===== src/rtl/seg16_disp_arbiter.sv =====
// Two-writer arbiter for the 16-digit display: two pages of four words, round-robin
// grants between CPU and debug, debug lock with drop counting, and timed page rotation.
module seg16_disp_arbiter #(
  parameter int unsigned ROT_CYCLES = 50_000_000
) (
  input  logic        clk,
  input  logic        rst,
  input  logic        cpu_req,
  input  logic [3:0]  cpu_addr,
  input  logic [15:0] cpu_wdata,
  output logic        cpu_ack,
  input  logic        dbg_req,
  input  logic [3:0]  dbg_addr,
  input  logic [15:0] dbg_wdata,
  output logic        dbg_ack,
  input  logic        dbg_lock,
  output logic [15:0] data_A,
  output logic [15:0] data_B,
  output logic [15:0] data_C,
  output logic [15:0] data_D,
  output logic        page,
  output logic [7:0]  drop_cnt
);

  localparam int unsigned CntW = (ROT_CYCLES > 1) ? $clog2(ROT_CYCLES) : 1;
  localparam logic [CntW-1:0] RotMax = CntW'(ROT_CYCLES - 1);
  localparam logic [3:0] CtrlAddr = 4'd8;

  logic [15:0]     slot_q [8];
  logic            page_q;
  logic            auto_q;
  logic [CntW-1:0] rot_cnt_q;
  logic            cpu_ack_q;
  logic            dbg_ack_q;
  logic [7:0]      drop_q;
  // High when debug held the most recent grant, so the CPU wins the next contest.
  logic            rr_dbg_last_q;

  logic        cpu_elig;
  logic        dbg_elig;
  logic        gnt_cpu;
  logic        gnt_dbg;
  logic        wr_en;
  logic        drop_inc;
  logic [3:0]  wr_addr;
  logic [15:0] wr_data;

  always_comb begin
    cpu_elig = cpu_req & ~cpu_ack_q;
    dbg_elig = dbg_req & ~dbg_ack_q;
    gnt_cpu  = cpu_elig & (~dbg_elig | rr_dbg_last_q);
    gnt_dbg  = dbg_elig & ~gnt_cpu;
    wr_addr  = gnt_dbg ? dbg_addr  : cpu_addr;
    wr_data  = gnt_dbg ? dbg_wdata : cpu_wdata;
    wr_en    = gnt_dbg | (gnt_cpu & ~dbg_lock);
    drop_inc = gnt_cpu & dbg_lock;
  end

  always_ff @(posedge clk) begin
    if (rst) begin
      for (int i = 0; i < 8; i++) begin
        slot_q[i] <= 16'h0000;
      end
      page_q        <= 1'b0;
      auto_q        <= 1'b0;
      rot_cnt_q     <= '0;
      cpu_ack_q     <= 1'b0;
      dbg_ack_q     <= 1'b0;
      drop_q        <= 8'd0;
      rr_dbg_last_q <= 1'b1;
    end else begin
      cpu_ack_q <= gnt_cpu;
      dbg_ack_q <= gnt_dbg;
      if (gnt_cpu || gnt_dbg) begin
        rr_dbg_last_q <= gnt_dbg;
      end
      if (drop_inc && (drop_q != 8'hFF)) begin
        drop_q <= drop_q + 8'd1;
      end

      if (auto_q) begin
        if (rot_cnt_q == RotMax) begin
          rot_cnt_q <= '0;
          page_q    <= ~page_q;
        end else begin
          rot_cnt_q <= rot_cnt_q + 1'b1;
        end
      end else begin
        rot_cnt_q <= '0;
      end

      // Placed after the rotate logic so a ctrl write overrides a coincident wrap.
      if (wr_en) begin
        if (!wr_addr[3]) begin
          slot_q[wr_addr[2:0]] <= wr_data;
        end else if (wr_addr == CtrlAddr) begin
          page_q    <= wr_data[0];
          auto_q    <= wr_data[1];
          rot_cnt_q <= '0;
        end
      end
    end
  end

  assign data_A   = slot_q[{page_q, 2'd0}];
  assign data_B   = slot_q[{page_q, 2'd1}];
  assign data_C   = slot_q[{page_q, 2'd2}];
  assign data_D   = slot_q[{page_q, 2'd3}];
  assign page     = page_q;
  assign drop_cnt = drop_q;
  assign cpu_ack  = cpu_ack_q;
  assign dbg_ack  = dbg_ack_q;

endmodule


===== config.mk =====
export PLATFORM = sky130hd
export DESIGN_NAME = seg16_disp_arbiter
export DESIGN_NICKNAME = d
export VERILOG_FILES = /design/src/rtl/seg16_disp_arbiter.sv
export SDC_FILE = /design/constraint.sdc
export NUM_CORES = 1
export LEC_CHECK = 0
export BUFFER_PORTS_ARGS = -buffer_cell sky130_fd_sc_hd__buf_2
export CORE_MARGIN = 3
export CORE_UTILIZATION = 35
export DETAILED_ROUTE_END_ITERATION = 8
export PLACE_DENSITY_LB_ADDON = 0.05
export SLEW_MARGIN = 20
export SYNTH_ARGS = -nofsm -noshare
export SYNTH_HDL_FRONTEND = slang
export SYNTH_SLANG_ARGS = --single-unit
export TNS_END_PERCENT = 100

===== constraint.sdc =====
create_clock -name clk -period 6.6 [get_ports clk]
set_clock_uncertainty 0.2 [all_clocks]
set_input_delay 0.66 -clock clk [delete_from_list [all_inputs] [get_ports clk]]
set_output_delay 0.66 -clock clk [all_outputs]
set_load 0.05 [all_outputs]

# Yosys cells after proc, flatten, opt, wreduce, memory -nomap -nowiden
# Memory sizes are Yosys's and may differ from the RTL's. A register that Yosys moved wholly into a read port is not among the register bits.
# Index checks and enable logic that the tools add are counted.
[totals] mem_bits_rw=128 output_inout_bits=75 wordCells=56 reg_bits=39 mem_count=1
[mem_list] name="slot_q" depth=8 width=16 read_ports=4 rd_clocked_by_memory_dff=4 write_ports=8 line="29" text="logic [15:0] slot_q [8];"
[op_classes] n_eq_ne=3 n_addsub=2 n_mux=25 n_bitwise=14 n_reduce_logical=4
[op_table] op="$mux W26" n=5
[op_table] op="$mux W16" n=2
[op_table] op="$add A26 B1 Y26 const B" n=1
[op_table] op="$eq A26 B26 Y1 const B" n=1
[op_table] op="$reduce_or A16 Y1" n=1
[op_table] op="$mux W3" n=5
[op_table] op="$mux W1" n=12
[op_table] op="$add A8 B1 Y8 const B" n=1
[op_table] op="$ne A8 B8 Y1 const B" n=1
[op_table] op="$and A1 B1 Y1" n=6
[op_table] op="$not A1 Y1" n=6
[op_table] op="$eq A4 B4 Y1 const B" n=1
[op_table] op="$mux W4" n=1
[op_table] op="$reduce_and A3 Y1" n=1
[op_table] op="$or A1 B1 Y1" n=2
[op_table] op="$logic_and A1 B1 Y1" n=1
[op_table] op="$logic_or A1 B1 Y1" n=1

# Depth between registers and ports, before layout
# Gate-level depths: netlist of run 1.
[logic_depth] ltp_word=14 mapped_depth=7

# Worst setup path before layout of run 1
# No wires, ideal clock.
[synth_timing] kind="reg2out" startpoint="reg, netlist name page" endpoint="out data_C[0]" stages_incl_launch_ff=4 required_ps=5740 arrival_ps=1920 setup_slack_ps=3820 cell_sequence="dfxtp_1 -> clkbuf_1 -> clkbuf_1 -> mux2_1"
[synth_lines] element="end: declaration" line="19" text="output logic [15:0] data_C,"

==> run_results.csv, run 1 <==
group,metric,value,unit
outcome,outcome,"completed",
worst_setup_path,r2r_start,"cpu_ack$_SDFF_PP0_",
cells_and_area,n_antenna_cell,0,
placement,place_inst,994,
logic_synthesis,syn_avg_cell_area,12.1,µm²
cells_and_area,drive_gt1_share,27.1,%
min_path,holdPathEnd,"auto_q$_SDFFE_PP0P_",
cts,root_buffer,"clkbuf_16",
logic_synthesis,yosys.area.top_type,"edfxtp_1",
worst_setup_path,path_class,"reg2out",
worst_setup_path,cp.required,5740,ps
logic_synthesis,yosys-top-cells-area,"edfxtp_1, dfxtp_1, nor2_1",
min_path,hp-start,"auto_q$_SDFFE_PP0P_",
placement,routabilityCongestion,0.854,
die,rows,52,
worst_setup_path,slowest_delay,730,ps
global_route,grt_pass1_wl,30000,µm
pwr,irDropWorstVdd,0.000171,V
flow_run,maxCapViolations,0,
cts,cts_setup_buffers,0,
worst_setup_path,critPathLaunch,"page$_SDFF_PP0_",
die,die_w,152,µm
worst_setup_path,end_kind,"output port",
min_path,hold_depth,2,
logic_synthesis,yosysSeqAreaShare,61.7,%
global_route,grt_busiest_layer,"met2",
die,core-area,20600,µm²
pwr,power_density,269,nW/µm²
cts,ctsHoldBuffers,0,
routing,ant_nets,0,
global_route,grt_remaining_overflow,0,
worst_setup_path,cp_slowest_cell,"dfxtp_2",
cts,clockBufferDepth,2,
global_route,track_usage,16.6,%
timing,setup_viol,0,
logic_synthesis,synthCells,621,
worst_setup_path,r2r-end,"slot_q[3][6]$_SDFFCE_PN0P_",
routing,drc,0,
worst_setup_path,reg2reg_slack,3760,ps
logic_synthesis,ys_ff_latch,167,
timing,fin_tns_setup,0,ps
timing,final_hold_viol_count,0,
timing,max_slew_margin,26.8,%
logic_synthesis,ys.flop_type,"edfxtp_1",
die,ios,120,
cts,clock-sinks,167,
cells_and_area,area_growth,20.8,%
global_route,grt_max_degree,46,
global_route,antenna_found_initial,0,
cts,cts_tree,"yes",
placement,portBuffers,119,
global_route,use_met3,3.72,%
cts,ctsHtreeMaxLevel,4,
worst_setup_path,crit_family,"buffers and inverters",
global_route,grtUsageMet2,27.0,%
pwr,p_leak,3.38,nW
logic_synthesis,synth_top_cell_area_share,51.3,%
die,fp.dieArea,23200,µm²
worst_setup_path,cp_num_buf_inv,2,
logic_synthesis,synth_nets,668,
worst_setup_path,path_cells,"buf_4 -> mux2_2 -> buf_2",
logic_synthesis,synth_edf_count,128,
routing,initialDrtViolationCount,267,
timing,hold-worst-slack,292,ps
worst_setup_path,critPathLaunchType,"flop",
logic_synthesis,ys_types,53,
routing,drt-total-wl,19200,µm
global_route,gr-usage-met1,22.2,%
min_path,hp-class,"reg2reg",
routing,wl_per_cell,18.7,µm
die,start_util,36.3,%
timing,fmax,0.303,GHz
worst_setup_path,crit_fanout,45,
placement,dp_hpwl,13100,µm
cells_and_area,fin_util,43.9,%
cells_and_area,fin_cells,1027,
routing,vias,5279,
routing,drtPass1Iterations,4,
cts,cts-buffers-inserted,17,
timing,slew_violations,0,
cts,cts.reportedPaths.clkPinSlew,70,ps
logic_synthesis,syn-cell-area,7500,µm²
timing,rsz0062_at_grt,"no",
timing,tightest_slew,1070,ps
die,fp.dieH,152,µm
worst_setup_path,reg2regPathDepth,5,
worst_setup_path,cp.arrival,2440,ps
global_route,first_global_vias,5342,
routing,via_per_inst,5.14,
timing,fin_crit,3300,ps
cells_and_area,fillerInstances,1970,
cts,post_cts_resized,0,
cells_and_area,nets,791,
timing,fin_crit_sh,50.1,%
cts,clock_latency,420,ps
logic_synthesis,async_reset_ff_share,0,%
logic_synthesis,synth_warnings,0,
## layer usage
metal | vias to the layer above | part of all wire (%)
met5 | - | 0
met4 | 0 | 1.3
met3 | 11 | 5.6
met2 | 143 | 48
met1 | 2578 | 45
li1 | 2547 | -
## layout make-up
class	count	area [µm²]	share of cell area, %
clock buffers	17	425	4.70
clock inverters	15	178	1.96
repair buffers	136	731	8.07
well taps	270	338	3.73
flip-flops and latches	167	4630	51.1
multi-input cells	412	2720	30.0
inverters	10	37.5	0.414
## how the worst max path moves through the flow
stage,endpoint,cells past startpoint,slack [ps]
floorplan,data_C[0],3,3820
global placement,slot_q[3][10]$_SDFFCE_PN0P_,6,3180
detailed placement,slot_q[3][12]$_SDFFCE_PN0P_,6,3110
CTS,data_A[3],3,3230
global route,data_A[2],3,3170
finish,data_A[1],3,3300
## logic make-up (layout without fill, tap and decap cells)
| kind of cell | after synthesis | in the layout | synth area share (%) |
|---|---|---|---|
| and+or+nand+nor | 259 | 259 | 17.3 |
| DFF | 167 | 167 | 61.7 |
| muxes | 78 | 78 | 11.5 |
| AOI/OAI and AO/OA | 62 | 62 | 5.58 |
| buffers and inverters | 42 | 178 | 2.35 |
| xor gates and xnor gates | 11 | 11 | 1.29 |
| adders and majority gates | 2 | 2 | 0.334 |
## worst min-delay path, cell delays in order (launching register included)
cell,delay [ps]
dfxtp_1,330
inv_1,50
a211oi_1,60
## placed cells by master (no fill, tap or decap), types with 11 or more instances in the layout
master and count:
nand3_1 11, mux2_1 41, a21oi_1 12, nor3_1 18
buf_2 119, or3_1 13, a211oi_1 14, mux2i_1 11
dfxtp_1 38, nand2_1 13, nor2_1 138, buf_4 16
nand2b_1 12, clkbuf_16 17, nor4_1 11, mux2_2 23
edfxtp_1 128
## synthesized netlist by cell type (all sizes together), types with 2 or more instances
cell type and n:
nand2 13, and3 2, and4 2, nand2b 12, a31oi 7, mux2 64
mux2i 14, nor4bb 3, nor4 12, edfxtp 128, or3 13, a21boi 2
a211oi 15, o21ai 9, nor2 138, or2 3, xnor2 9, dfxtp 39
a221oi 2, or3b 3, buf 5, o31ai 9, nor4b 2, clkbuf 27
inv 10, xor2 2, nor3 18, nand3 13, a311oi 2, nand4 3
ha 2, a21oi 12, or4 11, nor3b 2, nand3b 3, o41ai 2
## sequential cells by signal, indices dropped and copies added (netlist names)
signal / count
page: 1
auto_q: 1
dbg_ack: 1
drop_cnt: 8
slot_q: 128
rot_cnt_q: 26
rr_dbg_last_q: 1
cpu_ack: 1
## per-stage QoR
step	setup slack [ps]	cell area (µm²)	power [mW]
floorplan	3820	7500	1.35
global placement	3180	8430	1.44
detailed placement	3110	8430	1.45
CTS	3230	9040	2.46
global route	3170	9060	2.52
finish	3300	9060	2.43
## where the power goes
part	total (mW)	internal [mW]	leakage, nW	switching [mW]
Combinational	0.248	0.0611	1.46	0.187
Sequential	1.17	1.16	1.65	0.0118
Clock	1.01	0.596	0.273	0.415
Total	2.43	1.82	3.38	0.613
Power figures use the tool's default switching activity.
==> inputs of run 2 (changes only) <==
==> constraint.sdc (replaced) <==
create_clock -name clk -period 3.15 [get_ports clk]
set_clock_uncertainty 0.2 [all_clocks]
set_input_delay 0.315 -clock clk [delete_from_list [all_inputs] [get_ports clk]]
set_output_delay 0.315 -clock clk [all_outputs]
set_load 0.05 [all_outputs]
==> run 2 against run 1 <==
  * Setup slack got worse by 2800 ps
  * Critical path type unchanged
  * Critical endpoint is now data_B[5]
  * Die area did not move
  * Combinational power rose by 120%
  * Sequential power rose by 110%
  * Flip-flop and latch count did not move
  * Final cell count rose by 2.0%
==> run_results.csv, run 2 (synthesis results as in run 1) <==
group,metric,value,unit
outcome,outcome,"completed",
worst_setup_path,cp_slowest_cell,"dfxtp_2",
pwr,swShare,25.3,%
timing,fin_tns_setup,0,ps
timing,slew_violations,0,
die,rows,52,
worst_setup_path,crit_family,"flip-flops",
flow_run,maxCapViolations,0,
placement,place_inst,1016,
routing,drc,0,
pwr,power_frac_seq,48.7,%
routing,ant_nets,0,
routing,drtPass1Iterations,5,
cts,clock-sinks,167,
pwr,clock_power_share,40.5,%
cells_and_area,fillerInstances,1924,
cells_and_area,ff_latch_area,4630,µm²
global_route,grt_pass1_wl,29900,µm
worst_setup_path,cp_num_buf_inv,2,
placement,portBuffers,119,
pwr,irDropWorstVdd,0.000370,V
cells_and_area,fin_cells,1048,
routing,drt-total-wl,19200,µm
worst_setup_path,path_cells,"buf_12 -> mux2_2 -> buf_2",
worst_setup_path,critPathLaunchType,"flop",
pwr,power_density,549,nW/µm²
pwr,power.internal,3.77,mW
routing,wl_met1,8590,µm
die,fp.dieH,152,µm
cells_and_area,regMostFlops,"slot_q",
timing,hold-worst-slack,24.4,ps
timing,fin_crit,2680,ps
timing,final_hold_viol_count,0,
cts,clock_latency,420,ps
routing,vias,5421,
cts,cts_setup_buffers,0,
pwr,switchingPower,1.28,mW
cts,cts_tree,"yes",
cts,root_buffer,"clkbuf_16",
global_route,track_usage,16.5,%
pwr,p_comb_share,10.8,%
cts,cts-buffers-inserted,17,
routing,routed-wl-met2,9240,µm
worst_setup_path,end_kind,"output port",
cts,ctsHoldBuffers,0,
die,ios,120,
routing,initialDrtViolationCount,327,
worst_setup_path,slowest_delay,740,ps
cells_and_area,final_common_cell,"nor2_1",
timing,fmax,0.373,GHz
placement,routabilityCongestion,0.816,
routing,via_per_inst,5.17,
global_route,grt_remaining_overflow,0,
die,start_util,36.3,%
cells_and_area,final_cell_mix,"nor2_1, edfxtp_1, buf_2, mux2_1, dfxtp_1",
cts,cts.reportedPaths.clkPinSlew,60,ps
die,die_w,152,µm
cells_and_area,largest_reg_flops,128,
die,fp.dieArea,23200,µm²
worst_setup_path,path_class,"reg2out",
worst_setup_path,crit_fanout,45,
cells_and_area,nets,812,
cells_and_area,n_antenna_cell,0,
global_route,antenna_found_initial,0,
routing,wl_met3,1030,µm
die,core-area,20600,µm²
cts,post_cts_resized,0,
cells_and_area,area_growth,22.5,%
routing,wl_per_cell,18.3,µm
timing,fin_crit_sh,85.0,%
min_path,hp-class,"in2reg",
cts,clockBufferDepth,2,
timing,rsz0062_at_grt,"no",
global_route,grt_max_degree,46,
cells_and_area,multi_input_area,2710,µm²
routing,top_layer,"met4",
cts,ctsHtreeMaxLevel,4,
worst_setup_path,cp.required,2630,ps
worst_setup_path,cp.arrival,2160,ps
pwr,p_leak,3.49,nW
timing,max_slew_margin,52.0,%
global_route,first_global_vias,5349,
timing,tightest_slew,719,ps
timing,setup_viol,0,
pwr,finalPower,5.04,mW
cells_and_area,drive_gt1_share,28.5,%
placement,dp_hpwl,12900,µm
run 2: worst reg2reg max path, delay by kind of cell, from the launching register on:
| kind | cells | cell delay [ps] |
|---|---|---|
| buffers and inverters | 1 | 220 |
| AND/OR/NAND/NOR | 3 | 910 |
| flip-flops | 1 | 350 |
| multiplexers | 1 | 560 |
run 2: power by group through the flow:
stage	clock (mW)	sequential, mW	combinational [mW]
after floorplan	0	2.51	0.327
final	2.04	2.46	0.543
after global routing	2.20	2.46	0.579
after global placement	0	2.50	0.548
after CTS	2.10	2.46	0.552
after detailed placement	0	2.51	0.550
run 2: layer usage:
layer,vias up,global-route usage [%]
met4,0,5.35
li1,2595,-
met3,20,3.86
met1,2651,21.5
met5,-,0
met2,155,27.3
run 2: worst paths after layout:
check	from	to	slack, ps	cells past startpoint
worst max register to register	cpu_ack$_SDFF_PP0_	slot_q[2][2]$_SDFFCE_PN0P_	660	5
worst max-delay path	page$_SDFF_PP0_	data_B[5]	470	3
worst min register to register	drop_cnt[6]$_SDFFE_PP0P_	drop_cnt[6]$_SDFFE_PP0P_	290	2
worst min-delay path	rst	dbg_ack$_SDFF_PP0_	20	2
run 2: final cells by class:
class | count | area share [%]
clock inverters | 13 | 1.57
repair buffers | 157 | 9.73
well taps | 270 | 3.68
multi-input cells | 412 | 29.5
inverters | 10 | 0.409
flip-flops and latches | 167 | 50.4
clock buffers | 19 | 4.72
run 2: through the flow:
step / utilization (%) / instance area, µm² / worst slack, ps
after floorplan: - / 7500 / 505
after detailed placement: 41.7 / 8600 / 567
final: 44.5 / 9180 / 472
after global routing: 44.5 / 9180 / 368
after CTS: 44.5 / 9180 / 407
after global placement: 41.7 / 8600 / 600
==> inputs of run 3 (changes only) <==
--- a/config.mk
+++ b/config.mk
@@ -9,6 +9,7 @@
 export CORE_MARGIN = 3
 export CORE_UTILIZATION = 35
 export DETAILED_ROUTE_END_ITERATION = 8
+export MAX_ROUTING_LAYER = met4
 export PLACE_DENSITY_LB_ADDON = 0.05
 export SLEW_MARGIN = 20
 export SYNTH_ARGS = -nofsm -noshare
==> constraint.sdc (replaced) <==
create_clock -name clk -period 2.4 [get_ports clk]
set_clock_uncertainty 0.2 [all_clocks]
set_input_delay 0.24 -clock clk [delete_from_list [all_inputs] [get_ports clk]]
set_output_delay 0.24 -clock clk [all_outputs]
set_load 0.05 [all_outputs]
==> run 3 against run 2 <==
  * Clock power is 39% higher
  * Design area is 2.8% higher
  * Total power is 35% higher
  * Sequential power is 31% higher
  * Hold slack better by 12 ps
  * Largest cell class unchanged
==> run_results.csv, run 3 (synthesis results as in run 1) <==
group,metric,value,unit
cts,ctsHtreeMaxLevel,4,
cells_and_area,n_antenna_cell,0,
routing,vias,5311,
pwr,power.internal,5.08,mW
pwr,p_comb_share,10.8,%
worst_setup_path,path_cells,"dlygate4sd3_1 -> buf_2 -> or3b_4 -> nor4b_4 -> buf_4 -> a31oi_2 -> nand2b_4",
routing,drtPass1Iterations,4,
timing,fin_crit,2290,ps
placement,dpl-instance-area,8780,µm²
cells_and_area,regMostFlops,"slot_q",
die,fp.dieH,152,µm
timing,max_slew_margin,67.2,%
routing,wl_per_cell,17.3,µm
timing,final_hold_viol_count,0,
cts,clock_latency,420,ps
timing,setup_viol,0,
timing,tightest_slew,491,ps
worst_setup_path,r2r_start,"rot_cnt_q[0]$_SDFF_PP0_",
global_route,antenna_found_initial,0,
routing,drc,0,
global_route,grt_pass1_wl,29300,µm
worst_setup_path,end_kind,"flop",
cells_and_area,drive_gt1_share,31.2,%
pwr,power_density,720,nW/µm²
placement,routabilityCongestion,0.815,
timing,fmax,0.437,GHz
placement,portBuffers,119,
cts,cts.reportedPaths.clkPinSlew,60,ps
cts,cts_tree,"yes",
routing,drt-total-wl,18300,µm
cells_and_area,final_cell_mix,"nor2_1, edfxtp_1, buf_2, mux2_1",
die,rows,52,
cts,root_buffer,"clkbuf_16",
timing,slew_violations,0,
die,core-area,20600,µm²
pwr,power_frac_seq,47.4,%
cells_and_area,nets,820,
worst_setup_path,critPathLaunch,"cpu_req",
cells_and_area,fin_area,9440,µm²
routing,initialDrtViolationCount,284,
global_route,first_global_vias,5301,
routing,via_per_inst,5.03,
global_route,grt_remaining_overflow,0,
cells_and_area,final_common_cell,"nor2_1",
min_path,hp-class,"in2reg",
worst_setup_path,path_class,"in2reg",
die,fp.dieArea,23200,µm²
global_route,track_usage,16.4,%
outcome,outcome,"completed",
routing,ant_nets,0,
timing,rsz0062_at_grt,"yes",
worst_setup_path,crit_family,"simple AND/OR/NAND/NOR gates",
cells_and_area,largest_reg_flops,128,
cells_and_area,area_growth,25.9,%
pwr,switchingPower,1.72,mW
pwr,p_leak,3.60,nW
die,ios,120,
worst_setup_path,cp.arrival,2190,ps
pwr,irDropWorstVdd,0.000578,V
die,start_util,36.3,%
cts,clock-sinks,167,
cts,cts-buffers-inserted,17,
die,die_w,152,µm
cts,clockBufferDepth,2,
flow_run,maxCapViolations,0,
worst_setup_path,slowest_delay,520,ps
pwr,clock_power_share,41.8,%
timing,fin_crit_sh,95.3,%
placement,dp_hpwl,12400,µm
min_path,hp-start,"dbg_req",
worst_setup_path,critPathLaunchType,"input port",
worst_setup_path,cp.required,2300,ps
pwr,finalPower,6.79,mW
worst_setup_path,crit_fanout,16,
pwr,swShare,25.3,%
worst_setup_path,cp_slowest_cell,"dlygate4sd3_1",
worst_setup_path,cp_num_buf_inv,3,
global_route,grt_max_degree,66,
==> run 3: changes by cell type in the layout (fill, tap and decap cells not counted), sizes merged <==
cell         before  now
inv              15   17
nand2b           12   13
clkinvlp          3    4
clkinv            3    1
clkbuf           19   17
bufinv            2    3
buf             157  162
dlygate4sd3       0    2
==> run 3: cell type report <==
cell class	count	area (µm²)
Clock buffer	17	425
Sequential cell	167	4630
Timing Repair Buffer	164	1030
Tap cell	270	338
Fill cell	1894	11200
Inverter	10	37.5
Clock inverter	15	186
Multi-Input combinational cell	413	2800
==> run 3: final timing paths <==
| kind | slack, ps | endpoint | cells after the start |
|---|---|---|---|
| setup / recovery | 110 | slot_q[5][13]$_SDFFCE_PN0P_ | 7 |
| hold / removal | 40 | cpu_ack$_SDFF_PP0_ | 3 |
| setup reg to reg | 150 | page$_SDFF_PP0_ | 6 |
| hold reg to reg | 290 | auto_q$_SDFFE_PP0P_ | 2 |
==> run 3: worst min-delay path: stages <==
cell and delay (ps):
buf_2 110, nor3b_1 170, nor2_1 90
==> run 3: metal layers <==
| layer | share of wire, % | track usage [%] | up-vias |
|---|---|---|---|
| met3 | 4.2 | 3.41 | 11 |
| met4 | 0.79 | 4.92 | 0 |
| met1 | 47 | 21.1 | 2556 |
| li1 | - | - | 2614 |
| met2 | 48 | 26.4 | 130 |
| met5 | 0 | - | - |
==> run 3: repair_timing <==
| item | 4_1_cts | 5_1_grt |
|---|---|---|
| setup endpoints to repair | 0 | 83 |
| hold endpoints to repair | 12 | 0 |
| resized for setup | 0 | 2 |
| hold buffers | 2 | 0 |
| setup buffers | 0 | 1 |
==> run 3: power groups by stage <==
stage	sequential (mW)	combinational (mW)	clock [mW]
finish	3.22	0.731	2.84
global route	3.23	0.783	3.02
CTS	3.22	0.742	2.91
detailed placement	3.29	0.737	0
global placement	3.28	0.734	0
floorplan	3.29	0.437	0
==> run 3: stage by stage <==
stage               setup TNS [ps]  setup WS (ps)  utilization [%]  hold WS (ps)  cells
floorplan                        0           40.3                -           222    621
global placement                 0            105             42.6           274   1020
detailed placement               0           82.3             42.6           276   1020
CTS                              0           50.3             45.6          5.59   1054
global route                 -5.80          -3.84             45.8          34.2   1056
finish                           0            114             45.8          36.9   1056
